===== config.mk =====
export PLATFORM = sky130hd
export DESIGN_NAME = sig_frame_ctrl
export DESIGN_NICKNAME = d
export VERILOG_FILES = /design/src/rtl/sig_frame_ctrl.sv
export SDC_FILE = /design/constraint.sdc
export NUM_CORES = 1
export LEC_CHECK = 0
export ABC_CLOCK_PERIOD_IN_PS = 2800
export CAP_MARGIN = 5
export CORE_MARGIN = 2
export CORE_UTILIZATION = 45
export CTS_BUF_LIST = sky130_fd_sc_hd__clkbuf_16
export DETAILED_ROUTE_END_ITERATION = 10
export PLACE_DENSITY = 0.85
export SETUP_SLACK_MARGIN = 0.02
export SLEW_MARGIN = 30
export SYNTH_ARGS = -nofsm -noshare
export SYNTH_HDL_FRONTEND = slang
export SYNTH_SLANG_ARGS = --single-unit

===== constraint.sdc =====
create_clock -name sig_clk -period 2.8 [get_ports sig_clk]
set_input_delay 0.28 -clock sig_clk [delete_from_list [all_inputs] [get_ports sig_clk]]
set_output_delay 0.28 -clock sig_clk [all_outputs]
set_load 0.01 [all_outputs]

===== src/rtl/sig_frame_ctrl.sv =====
// -----------------------------------------------------------------------------
// sig_frame_ctrl
//
// Purpose:
//   Frames a free-running radio sample stream (one I and one Q bit per antenna,
//   a new sample every cycle) into FRAME_LEN-sample frames for a correlator.
//   A run is started by a single-cycle start pulse and lasts either a fixed
//   number of frames or until a stop request, which always completes the
//   current frame first. The radio cannot be stalled, so when the correlator
//   back-pressures, incoming samples are discarded and counted.
//
// Ports:
//   sig_clk       in   clock, rising edge
//   rst_n         in   synchronous active-low reset
//   radio_i       in   [WIDTH]  raw in-phase bits, one sample per cycle
//   radio_q       in   [WIDTH]  raw quadrature bits
//   cfg_start_i   in   start-of-run pulse (ignored while running)
//   cfg_stop_i    in   stop request, effective at end of current frame
//   cfg_frames_i  in   [FBITS]  frames per run, 0 = continuous
//   sig_valid_o   out  sample valid to correlator
//   sig_ready_i   in   correlator ready
//   sig_last_o    out  final sample of a frame
//   sig_idata_o   out  [WIDTH]  I sample
//   sig_qdata_o   out  [WIDTH]  Q sample
//   busy_o        out  high while a run is active
//   done_o        out  one-cycle pulse when a run ends
//   frame_cnt_o   out  [FBITS]  frames completed in the current run
//   overrun_o     out  sticky: at least one radio sample was lost
//   drop_cnt_o    out  [16]     lost samples, saturating
// -----------------------------------------------------------------------------
module sig_frame_ctrl #(
   parameter int WIDTH     = 4,
   parameter int FRAME_LEN = 150,
   parameter int FBITS     = 8
) (
   input  logic             sig_clk,
   input  logic             rst_n,
   input  logic [WIDTH-1:0] radio_i,
   input  logic [WIDTH-1:0] radio_q,
   input  logic             cfg_start_i,
   input  logic             cfg_stop_i,
   input  logic [FBITS-1:0] cfg_frames_i,
   output logic             sig_valid_o,
   input  logic             sig_ready_i,
   output logic             sig_last_o,
   output logic [WIDTH-1:0] sig_idata_o,
   output logic [WIDTH-1:0] sig_qdata_o,
   output logic             busy_o,
   output logic             done_o,
   output logic [FBITS-1:0] frame_cnt_o,
   output logic             overrun_o,
   output logic [15:0]      drop_cnt_o
);

   localparam logic [15:0] LAST_IDX = 16'(FRAME_LEN - 1);

   typedef enum logic {
      IDLE = 1'b0,
      RUN  = 1'b1
   } state_t;

   state_t state_q, state_d;

   logic             valid_q, valid_d;
   logic             last_q, last_d;
   logic [WIDTH-1:0] idata_q, idata_d;
   logic [WIDTH-1:0] qdata_q, qdata_d;
   logic [15:0]      idx_q, idx_d;        // index the next loaded sample will carry
   logic [FBITS-1:0] frames_q, frames_d;  // frame quota latched at start
   logic [FBITS-1:0] frame_cnt_q, frame_cnt_d;
   logic             overrun_q, overrun_d;
   logic [15:0]      drop_cnt_q, drop_cnt_d;
   logic             stop_pend_q, stop_pend_d;
   logic             done_q, done_d;

   logic             in_run;
   logic             start;
   logic             xfer;
   logic             stall;
   logic             last_xfer;
   logic             stop_now;
   logic [FBITS-1:0] frame_cnt_inc;
   logic             quota_hit;
   logic             end_run;
   logic             load;
   logic [15:0]      idx_cur;

   assign in_run        = (state_q == RUN);
   assign start         = (state_q == IDLE) && cfg_start_i;
   assign xfer          = valid_q && sig_ready_i;
   assign stall         = valid_q && !sig_ready_i;
   assign last_xfer     = xfer && last_q;
   // A stop arriving on the very edge of the last transfer still ends the run.
   assign stop_now      = stop_pend_q || cfg_stop_i;
   assign frame_cnt_inc = frame_cnt_q + FBITS'(1);
   assign quota_hit     = (frames_q != '0) && (frame_cnt_inc == frames_q);
   assign end_run       = in_run && last_xfer && (stop_now || quota_hit);
   // The output register is refilled whenever it frees up, so consecutive
   // frames follow each other with no bubble.
   assign load          = start || (in_run && (!valid_q || xfer) && !end_run);
   // A start always begins a fresh frame at index 0.
   assign idx_cur       = start ? 16'd0 : idx_q;

   // ---------------------------------------------------------------- FSM ---
   always_ff @(posedge sig_clk) begin
      if (!rst_n) begin
         state_q <= IDLE;
      end else begin
         state_q <= state_d;
      end
   end

   always_comb begin
      state_d = state_q;
      case (state_q)
         IDLE:    if (cfg_start_i) state_d = RUN;
         RUN:     if (end_run)     state_d = IDLE;
         default: state_d = IDLE;
      endcase
   end

   always_comb begin
      busy_o = (state_q == RUN);
   end

   // ----------------------------------------------------------- datapath ---
   always_comb begin
      valid_d     = valid_q;
      last_d      = last_q;
      idata_d     = idata_q;
      qdata_d     = qdata_q;
      idx_d       = idx_q;
      frames_d    = frames_q;
      frame_cnt_d = frame_cnt_q;
      overrun_d   = overrun_q;
      drop_cnt_d  = drop_cnt_q;
      stop_pend_d = stop_pend_q;
      done_d      = end_run;

      if (start) begin
         frames_d    = cfg_frames_i;
         frame_cnt_d = '0;
         overrun_d   = 1'b0;
         drop_cnt_d  = '0;
         stop_pend_d = 1'b0;
      end

      if (in_run) begin
         if (cfg_stop_i) begin
            stop_pend_d = 1'b1;
         end
         if (last_xfer) begin
            frame_cnt_d = frame_cnt_inc;
         end
         // Held sample not accepted: this cycle's radio sample is lost.
         if (stall) begin
            overrun_d = 1'b1;
            if (drop_cnt_q != 16'hFFFF) begin
               drop_cnt_d = drop_cnt_q + 16'd1;
            end
         end
      end

      if (load) begin
         valid_d = 1'b1;
         last_d  = (idx_cur == LAST_IDX);
         idata_d = radio_i;
         qdata_d = radio_q;
         idx_d   = (idx_cur == LAST_IDX) ? 16'd0 : idx_cur + 16'd1;
      end else if (end_run) begin
         valid_d = 1'b0;
         last_d  = 1'b0;
      end
   end

   always_ff @(posedge sig_clk) begin
      if (!rst_n) begin
         valid_q     <= 1'b0;
         last_q      <= 1'b0;
         idata_q     <= '0;
         qdata_q     <= '0;
         idx_q       <= '0;
         frames_q    <= '0;
         frame_cnt_q <= '0;
         overrun_q   <= 1'b0;
         drop_cnt_q  <= '0;
         stop_pend_q <= 1'b0;
         done_q      <= 1'b0;
      end else begin
         valid_q     <= valid_d;
         last_q      <= last_d;
         idata_q     <= idata_d;
         qdata_q     <= qdata_d;
         idx_q       <= idx_d;
         frames_q    <= frames_d;
         frame_cnt_q <= frame_cnt_d;
         overrun_q   <= overrun_d;
         drop_cnt_q  <= drop_cnt_d;
         stop_pend_q <= stop_pend_d;
         done_q      <= done_d;
      end
   end

   assign sig_valid_o = valid_q;
   assign sig_last_o  = last_q;
   assign sig_idata_o = idata_q;
   assign sig_qdata_o = qdata_q;
   assign done_o      = done_q;
   assign frame_cnt_o = frame_cnt_q;
   assign overrun_o   = overrun_q;
   assign drop_cnt_o  = drop_cnt_q;

endmodule


* After elaboration in Yosys (flattened, before gate mapping)
Index checks and enable logic that the tools add are counted.
** Operators by class
- $add $sub $neg :: 3
- Multiply operators :: 0
- Divide/modulo/power cells :: 0
- Magnitude comparators :: 0
- Equal/unequal tests :: 3
- Shifts and indexed selects :: 0
- Multiplexer cells :: 21
- Bitwise operators :: 1
- Reductions and logical operators :: 18
** Operators with widths (number)
- $mux W16 :: 6
- $add A16 B1 Y16 const B :: 2
- $mux W8 :: 3
- $eq A16 B8 Y1 const B :: 1
- $ne A16 B16 Y1 const B :: 1
- $mux W1 :: 11
- $logic_and A1 B1 Y1 :: 9
- $add A8 B1 Y8 const B :: 1
- $eq A8 B8 Y1 :: 1
- $reduce_bool A8 Y1 :: 1
- $logic_or A1 B1 Y1 :: 4
- $logic_not A1 Y1 :: 3
- $pmux W1 S2 :: 1
- $reduce_bool A2 Y1 :: 1
- $not A1 Y1 :: 1
** Word-level totals
- Bits in registers :: 62
- Bits in latches :: 0
- RAM bits :: 0
- ROM bits :: 0
- Input bits :: 21
- Output and inout port bits :: 37
- Word-level logic and storage cells :: 58
- Memories kept :: 0

* Longest topological paths before layout
Gate-level depths: netlist (run 1).
- Depth in word-level cells :: 9
- Depth in mapped cells :: 13

* Worst setup path before layout (run 1)
No wires, ideal clock.
- Path kind :: reg-to-reg
- Start :: register state_q, in the netlist busy_o
- End :: register idx_q[11]
- Setup time :: 0.116 ns
- Arrival time :: 2.842 ns
- Slack :: -0.158 ns
- Cell stages (with the launch flop) :: 14
- Clock period less this slack :: 2.958 ns
- Path through :: dfxtp_1 -> nand2b_1 -> clkbuf_1 -> buf_1 -> and2_1 -> ha_1 -> nor4bb_1 -> nand2_1 -> nor4_1 -> and2_1 -> buf_2 -> o21ai_0 -> o211a_1 -> a31o_2
** Between the ends
- Longest elaborated chain between the ends :: 5
** RTL lines
- from (decl) :: line 62 : state_t state_q, state_d;
- from (signal assigned) :: line 109 : state_q <= state_d;
- $not A1 Y1 / $logic_and A1 B1 Y1 (equally long branches)
- $logic_and A1 B1 Y1, on equally long branches :: line 89, 97
- $mux W16 / $logic_not A1 Y1 (equally long branches) :: line 102, 100
- $add A16 B1 Y16 (tied with other cells) :: line 169 : idx_d = (idx_cur == LAST_IDX) ? 16'd0 : idx_cur + 16'd1;
- $mux W16 / $logic_or A1 B1 Y1 (equally long branches) :: line 169, 100
- to (signal assigned) :: line 194 : idx_q <= idx_d;
- to (decl) :: line 68 : logic [15:0] idx_q, idx_d;
Several ways; a longest one is shown, not always the timed one.
A chain may end at the register's enable or synchronous reset.

* Worst setup path after layout (run 1)
- Start :: register frame_cnt_q[1], in the netlist frame_cnt_o[1]
- End :: register qdata_q[3], in the netlist sig_qdata_o[3]
** Between the ends
- Longest elaborated chain between the ends :: 8
** RTL lines
- from (decl) :: line 70 : logic [FBITS-1:0] frame_cnt_q, frame_cnt_d;
- from (signal assigned) :: line 196 : frame_cnt_q <= frame_cnt_d;
- $add A8 B1 Y8 :: line 95 : assign frame_cnt_inc = frame_cnt_q + FBITS'(1);
- $eq A8 B8 Y1 :: line 96 : assign quota_hit = (frames_q != '0) && (frame_cnt_inc == frames_q);
- $logic_and A1 B1 Y1 :: line 96
- $logic_or A1 B1 Y1 :: line 97 : assign end_run = in_run && last_xfer && (stop_now || quota_hit);
- $logic_and A1 B1 Y1 :: line 97
- $logic_not A1 Y1 :: line 100 : assign load = start || (in_run && (!valid_q || xfer) && !end_run);
- $logic_and A1 B1 Y1 :: line 100
- $logic_or A1 B1 Y1 :: line 100
- to (signal assigned) :: line 193 : qdata_q <= qdata_d;
- to (decl) :: line 67 : logic [WIDTH-1:0] qdata_q, qdata_d;
Every way passes these cells.

==> results of run 1 <==
critical path: cells and delay by family (launching register included):
| family | cells | cell delay [ps] |
|---|---|---|
| flops | 1 | 420 |
| buf+inv | 1 | 230 |
| mux | 1 | 210 |
| simple gates | 4 | 870 |
| compound gates | 2 | 480 |
| fa+ha+maj | 1 | 270 |
cell type report:
cell class / count / area share
repair buffers: 73 / 0.170
flip-flops and latches: 62 / 0.305
well taps: 80 / 0.0246
clock buffers: 9 / 0.0553
inverters: 8 / 0.00738
multi-input cells: 296 / 0.434
clock inverters: 4 / 0.00461
synthesized netlist by cell type (2+ instances only):
library cell,number
a21oi_1,31
a22oi_1,2
a311oi_1,3
a31oi_1,4
a32o_1,3
and2_1,6
and3_1,4
and3_2,2
and4_1,2
buf_6,2
clkbuf_1,11
dfxtp_1,62
ha_1,4
inv_1,8
mux2i_1,12
nand2_1,46
nand2b_1,2
nand3_1,20
nand4_1,6
nor2_1,51
nor2b_1,2
nor3_1,13
nor4_1,6
nor4b_1,2
o211ai_1,2
o21a_1,2
o21ai_0,20
o2bb2ai_1,2
o31ai_1,2
or2_2,2
or3_1,4
or4_1,5
xnor2_1,11
xor2_1,7
power groups by stage:
stage	combinational [mW]	sequential (mW)	clock [mW]
floorplan	0.116	0.947	0
global placement	0.206	0.945	0
detailed placement	0.211	0.945	0
CTS	0.213	0.928	0.944
global route	0.237	0.931	0.987
finish	0.219	0.928	0.940
registers in the layout, summed over array words and instances, names as in the netlist:
register     cells
drop_cnt_o      16
overrun_o        1
done_o           1
frame_cnt_o      8
stop_pend_q      1
sig_qdata_o      4
idx_q           16
sig_last_o       1
sig_valid_o      1
busy_o           1
sig_idata_o      4
frames_q         8
metal layers:
metal | up-vias | share of wire | GRT usage
met1 | 1438 | 0.42 | 0.289
li1 | 1507 | - | -
met2 | 142 | 0.50 | 0.371
met3 | 19 | 0.064 | 0.0427
met4 | 0 | 0.021 | 0.115
met5 | - | 0 | 0
path summary, 6_finish.rpt:
path	startpoint	to	cells after the start
setup / recovery	frame_cnt_o[1]	sig_qdata_o[3]	9
hold / removal	idx_q[1]	idx_q[1]	2
setup reg to reg	frame_cnt_o[1]	sig_qdata_o[3]	9
hold reg to reg	idx_q[1]	idx_q[1]	2
stage by stage:
step	hold slack (ps)	setup slack [ps]	std cells	cell area, sq um	power, mW
2_1_floorplan	416	32.7	383	3110	1.06
3_3_place_gp	452	181	519	3810	1.15
3_5_place_dp	470	48.4	519	3810	1.16
4_1_cts	477	114	532	4050	2.09
5_1_grt	489	70.3	532	4070	2.15
6_report	475	194	532	4070	2.09
kinds of logic after synthesis:
kind of cell | after synthesis
adder cells (fa/ha/maj) | 4
XOR/XNOR | 19
AND/OR/NAND/NOR | 181
multiplexers | 13
buffers and inverters | 25
AO/OA/AOI/OAI | 79
flip-flops | 62
==> impl_metrics.env, run 1 <==
export IMPL_synth_largest_area_cell="dfxtp_1"
export IMPL_seq_power_share=0.445
export IMPL_post_route_period_util=0.931
export IMPL_core_sq_um=6720
export IMPL_ys_ff_latch=62
export IMPL_synth_simple_area_share=0.289
export IMPL_ff_latch_area_sq_um=1240
export IMPL_routed_wirelength_microns=8510
export IMPL_swShare=0.240
export IMPL_io_pins=58
export IMPL_die_height_microns=87.1
export IMPL_slew_violations=0
export IMPL_rsz0062_at_grt="no"
export IMPL_cts_tree="built"
export IMPL_vias=3106
export IMPL_first_pass_iters=5
export IMPL_wl_per_cell_microns=16.0
export IMPL_area_growth_pct=31.2
export IMPL_root_buffer="clkbuf_16"
export IMPL_synth_top_family_by_area="simple AND/OR/NAND/NOR gates"
export IMPL_yosys_top_cells_area="dfxtp_1, nor2_1, nand2_1"
export IMPL_fin_util=0.606
export IMPL_max_freq_mhz=384
export IMPL_clockBufferDepth=2
export IMPL_p_comb_frac=0.105
export IMPL_cts_sinks=62
export IMPL_power_density_nw_per_um2=512
export IMPL_synthesis_area_sq_um=3100
export IMPL_slowest_stage="dfxtp_1"
export IMPL_antenna_left=0
export IMPL_dp_hpwl_microns=5780
export IMPL_synth_cell_type_count=56
export IMPL_drcViolationCount=0
export IMPL_cts_resized=0
export IMPL_insertion_delay_ps=330
export IMPL_synth_cells=383
export IMPL_post_cts_buffers=0
export IMPL_start_util=0.462
export IMPL_die_w_microns=87.1
export IMPL_synthMuxAreaShare=0.0423
export IMPL_irDropWorstVdd_v=0.000373
export IMPL_numCtsBuffers=9
export IMPL_grt_pass1_vias=2928
export IMPL_fin_skew_ps=12.3
export IMPL_end_kind="flop"
export IMPL_rows=30
export IMPL_drive_above_1_share=0.0929
export IMPL_slowest_delay_ps=420
export IMPL_antenna_cells=0
export IMPL_worstMarginPinSlew_ps=784
export IMPL_async_flop_share=0
export IMPL_path_cells="ha_2 > nand3_1 > or3_1 > a22oi_2 > nand4bb_2 > a31oi_4 > buf_4 > mux2i_1 > nor2_1"
export IMPL_clk_pin_slew_worst_paths_ps=50
export IMPL_grt_max_degree=38
export IMPL_grt_pass1_wl_microns=13600
export IMPL_synth_xor_area_frac=0.0580
export IMPL_final_setup_tns_ps=0
export IMPL_synth_edf_count=0
export IMPL_grt_overflow_total=0
export IMPL_via_per_inst=5.84
export IMPL_critPathArrivalTime_ps=2800
export IMPL_yosysWarnings=0
export IMPL_regToRegSetupSlack_ps=190
export IMPL_cts_hold_buffers=0
export IMPL_syn_num_nets=408
export IMPL_min_period_ps=2610
export IMPL_required_ps=3000
export IMPL_die_area_sq_um=7580
export IMPL_yosysTopAreaCellShare=0.400
export IMPL_synth_compound_area_frac=0.157
export IMPL_dr_first_iter_drc_count=340
export IMPL_seq_area_frac_synth=0.400
export IMPL_final_cell_mix="dfxtp_1, clkdlybuf4s50_1, nor2_1"
export IMPL_cp_start_kind="flop"
export IMPL_globalRouteTotalUtil=0.228
export IMPL_postSynthAreaPerCell_sq_um=8.11
export IMPL_htree_levels=3
export IMPL_portBuffers=57
export IMPL_max_slew_margin=0.476
export IMPL_synth_adder_area_share=0.0161
export IMPL_fin_nets=475
export IMPL_antenna_found_initial=0
export IMPL_power_frac_clock=0.450
export IMPL_worstHoldPathType="flop to flop"
export IMPL_final_common_cell="dfxtp_1"
export IMPL_synthFlopType="dfxtp_1"
export IMPL_gp_congestion=0.895
export IMPL_setup_viol=0
export IMPL_cell_internal_pwr_mw=1.59
export IMPL_p_switching_mw=0.501
export IMPL_multi_input_area_sq_um=1770
export IMPL_fill_cells=557
export IMPL_outcome="finished, final reports clean"
export IMPL_path_class="flop to flop"
export IMPL_critPathMaxFanout=9
export IMPL_cap_viol_max_count=0
export IMPL_finalHoldViolCount=0
export IMPL_power_leakage_nw=1.43
(Power assumes the default switching activity.)
==> run 2: changes to the inputs <==
--- a/config.mk
+++ b/config.mk
@@ -12,6 +12,7 @@
 export CTS_BUF_LIST = sky130_fd_sc_hd__clkbuf_16
 export DETAILED_ROUTE_END_ITERATION = 10
 export PLACE_DENSITY = 0.85
+export REMOVE_ABC_BUFFERS = 1
 export SETUP_SLACK_MARGIN = 0.02
 export SLEW_MARGIN = 30
 export SYNTH_ARGS = -nofsm -noshare
==> run 2 against run 1 <==
Against the previous run:
- maximum frequency rose by 1.1%
- clock power grew 34%
- count of clock-buffer cells in the layout unchanged
- wire length down 6.1%
- via count grew 1.3%
- clock skew decreased by 5.8 ps
- setup slack better by 29 ps
- utilization is 1.2 points higher
- largest power group unchanged
==> impl_metrics.env, run 2 (synthesis results as in run 1) <==
export IMPL_outcome="finished, final reports clean"
export IMPL_post_route_period_util=0.920
export IMPL_grt_overflow_total=0
export IMPL_worst_path_buf_inv=1
export IMPL_path_cells="ha_2 > nand3_1 > or3_1 > a22oi_2 > nand4bb_2 > a31oi_1 > buf_4 > mux2i_1 > nor2_1"
export IMPL_power_density_nw_per_um2=580
export IMPL_final_cell_mix="dfxtp_1, clkdlybuf4s50_1, nor2_1"
export IMPL_worstHoldPathType="flop to flop"
export IMPL_power_mw=2.41
export IMPL_start_util=0.462
export IMPL_critPathMaxFanout=10
export IMPL_fin_skew_ps=6.55
export IMPL_slowest_stage="or3_1"
export IMPL_critPathArrivalTime_ps=2780
export IMPL_cp_start_kind="flop"
export IMPL_min_period_ps=2580
export IMPL_antenna_left=0
export IMPL_area_growth_pct=33.8
export IMPL_routed_wirelength_microns=7990
export IMPL_dr_first_iter_drc_count=249
export IMPL_gp_congestion=0.908
export IMPL_power_leakage_nw=1.46
export IMPL_wl_per_cell_microns=14.9
export IMPL_final_common_cell="dfxtp_1"
export IMPL_grt_pass1_vias=2880
export IMPL_fin_nets=475
export IMPL_numCtsBuffers=9
export IMPL_die_height_microns=87.1
export IMPL_io_pins=58
export IMPL_via_per_inst=5.88
export IMPL_htree_levels=3
export IMPL_core_sq_um=6720
export IMPL_setup_viol=0
export IMPL_max_freq_mhz=388
export IMPL_cts_sinks=62
export IMPL_cp_top_family="simple AND/OR/NAND/NOR gates"
export IMPL_portBuffers=57
export IMPL_die_w_microns=87.1
export IMPL_slowest_delay_ps=420
export IMPL_end_kind="flop"
export IMPL_grt_pass1_wl_microns=13000
export IMPL_die_area_sq_um=7580
export IMPL_max_slew_margin=0.507
export IMPL_cap_viol_max_count=0
export IMPL_worstMarginPinSlew_ps=738
export IMPL_drcViolationCount=0
export IMPL_rsz0062_at_grt="no"
export IMPL_antenna_cells=0
export IMPL_clockBufferDepth=2
export IMPL_antenna_found_initial=0
export IMPL_cts_tree="built"
export IMPL_rows=30
export IMPL_slew_violations=0
export IMPL_clk_pin_slew_worst_paths_ps=50
export IMPL_dp_hpwl_microns=5680
export IMPL_first_pass_iters=5
export IMPL_insertion_delay_ps=330
export IMPL_globalRouteTotalUtil=0.219
export IMPL_finish_instance_area_sq_um=4150
export IMPL_required_ps=3010
export IMPL_root_buffer="clkbuf_16"
export IMPL_cts_hold_buffers=0
export IMPL_vias=3147
export IMPL_drive_above_1_share=0.0989
export IMPL_grt_max_degree=21
export IMPL_post_dp_cell_area_sq_um=3810
export IMPL_path_class="flop to flop"
export IMPL_finalHoldViolCount=0
export IMPL_irDropWorstVdd_v=0.000359
run 2: path summary, 6_finish.rpt:
check	from	end	slack, ps	cells past startpoint
setup / recovery	frame_cnt_o[1]	sig_qdata_o[3]	220	9
hold / removal	idx_q[1]	idx_q[1]	480	2
setup reg to reg	frame_cnt_o[1]	sig_qdata_o[3]	220	9
hold reg to reg	idx_q[1]	idx_q[1]	480	2
run 2: what timing repair did:
item	in CTS	in global routing
buffers inserted	0	0
endpoints found under the setup margin	0	8
hold endpoints to repair	0	0
resized for setup	0	2
run 2: report_power, final:
part | switching (mW) | internal (mW)
registers | 0.0196 | 0.906
clock network | 0.400 | 0.863
logic | 0.114 | 0.105
total | 0.533 | 1.87
run 2: worst reg2reg max path: cells and delay by family, from the launching register on:
family / cells / cell delay, ps
simple gates: 4 / 820
compound gates: 2 / 490
flops: 1 / 410
fa+ha+maj: 1 / 260
buf+inv: 1 / 250
mux: 1 / 210
run 2: cell type report:
cell class / instances / area, sq um
fill: 545 / 2570
tap: 80 / 100
inverter: 8 / 30.0
timing repair buffer: 73 / 691
sequential: 62 / 1240
multi-input combinational: 296 / 1750
clock buffer: 9 / 225
clock inverter: 7 / 114
run 2: metrics by stage:
stage / TNS (ps) / utilization / hold WS [ps] / std cells / setup WS [ps]
2_1_floorplan: -733 / - / 411 / 366 / -96.6
3_3_place_gp: 0 / 0.567 / 462 / 519 / 137
3_5_place_dp: 0 / 0.567 / 476 / 519 / 25.8
4_1_cts: 0 / 0.618 / 485 / 535 / 170
5_1_grt: 0 / 0.618 / 504 / 535 / 58.3
6_report: 0 / 0.618 / 483 / 535 / 223
run 2: metal layers:
metal | vias up | routed length [microns] | global-route usage
met1 | 1467 | 3290 | 0.255
li1 | 1508 | - | -
met4 | 0 | 126 | 0.104
met3 | 15 | 648 | 0.0607
met2 | 157 | 3930 | 0.371
met5 | - | 0 | 0
==> run 3: changes to the inputs <==
--- a/config.mk
+++ b/config.mk
@@ -14,7 +14,7 @@
 export PLACE_DENSITY = 0.85
 export REMOVE_ABC_BUFFERS = 1
 export SETUP_SLACK_MARGIN = 0.02
-export SLEW_MARGIN = 30
+export SLEW_MARGIN = 10
 export SYNTH_ARGS = -nofsm -noshare
 export SYNTH_HDL_FRONTEND = slang
 export SYNTH_SLANG_ARGS = --single-unit
==> results of run 3 <==
Final layout, timing and power as in run 2 (identical DEF).
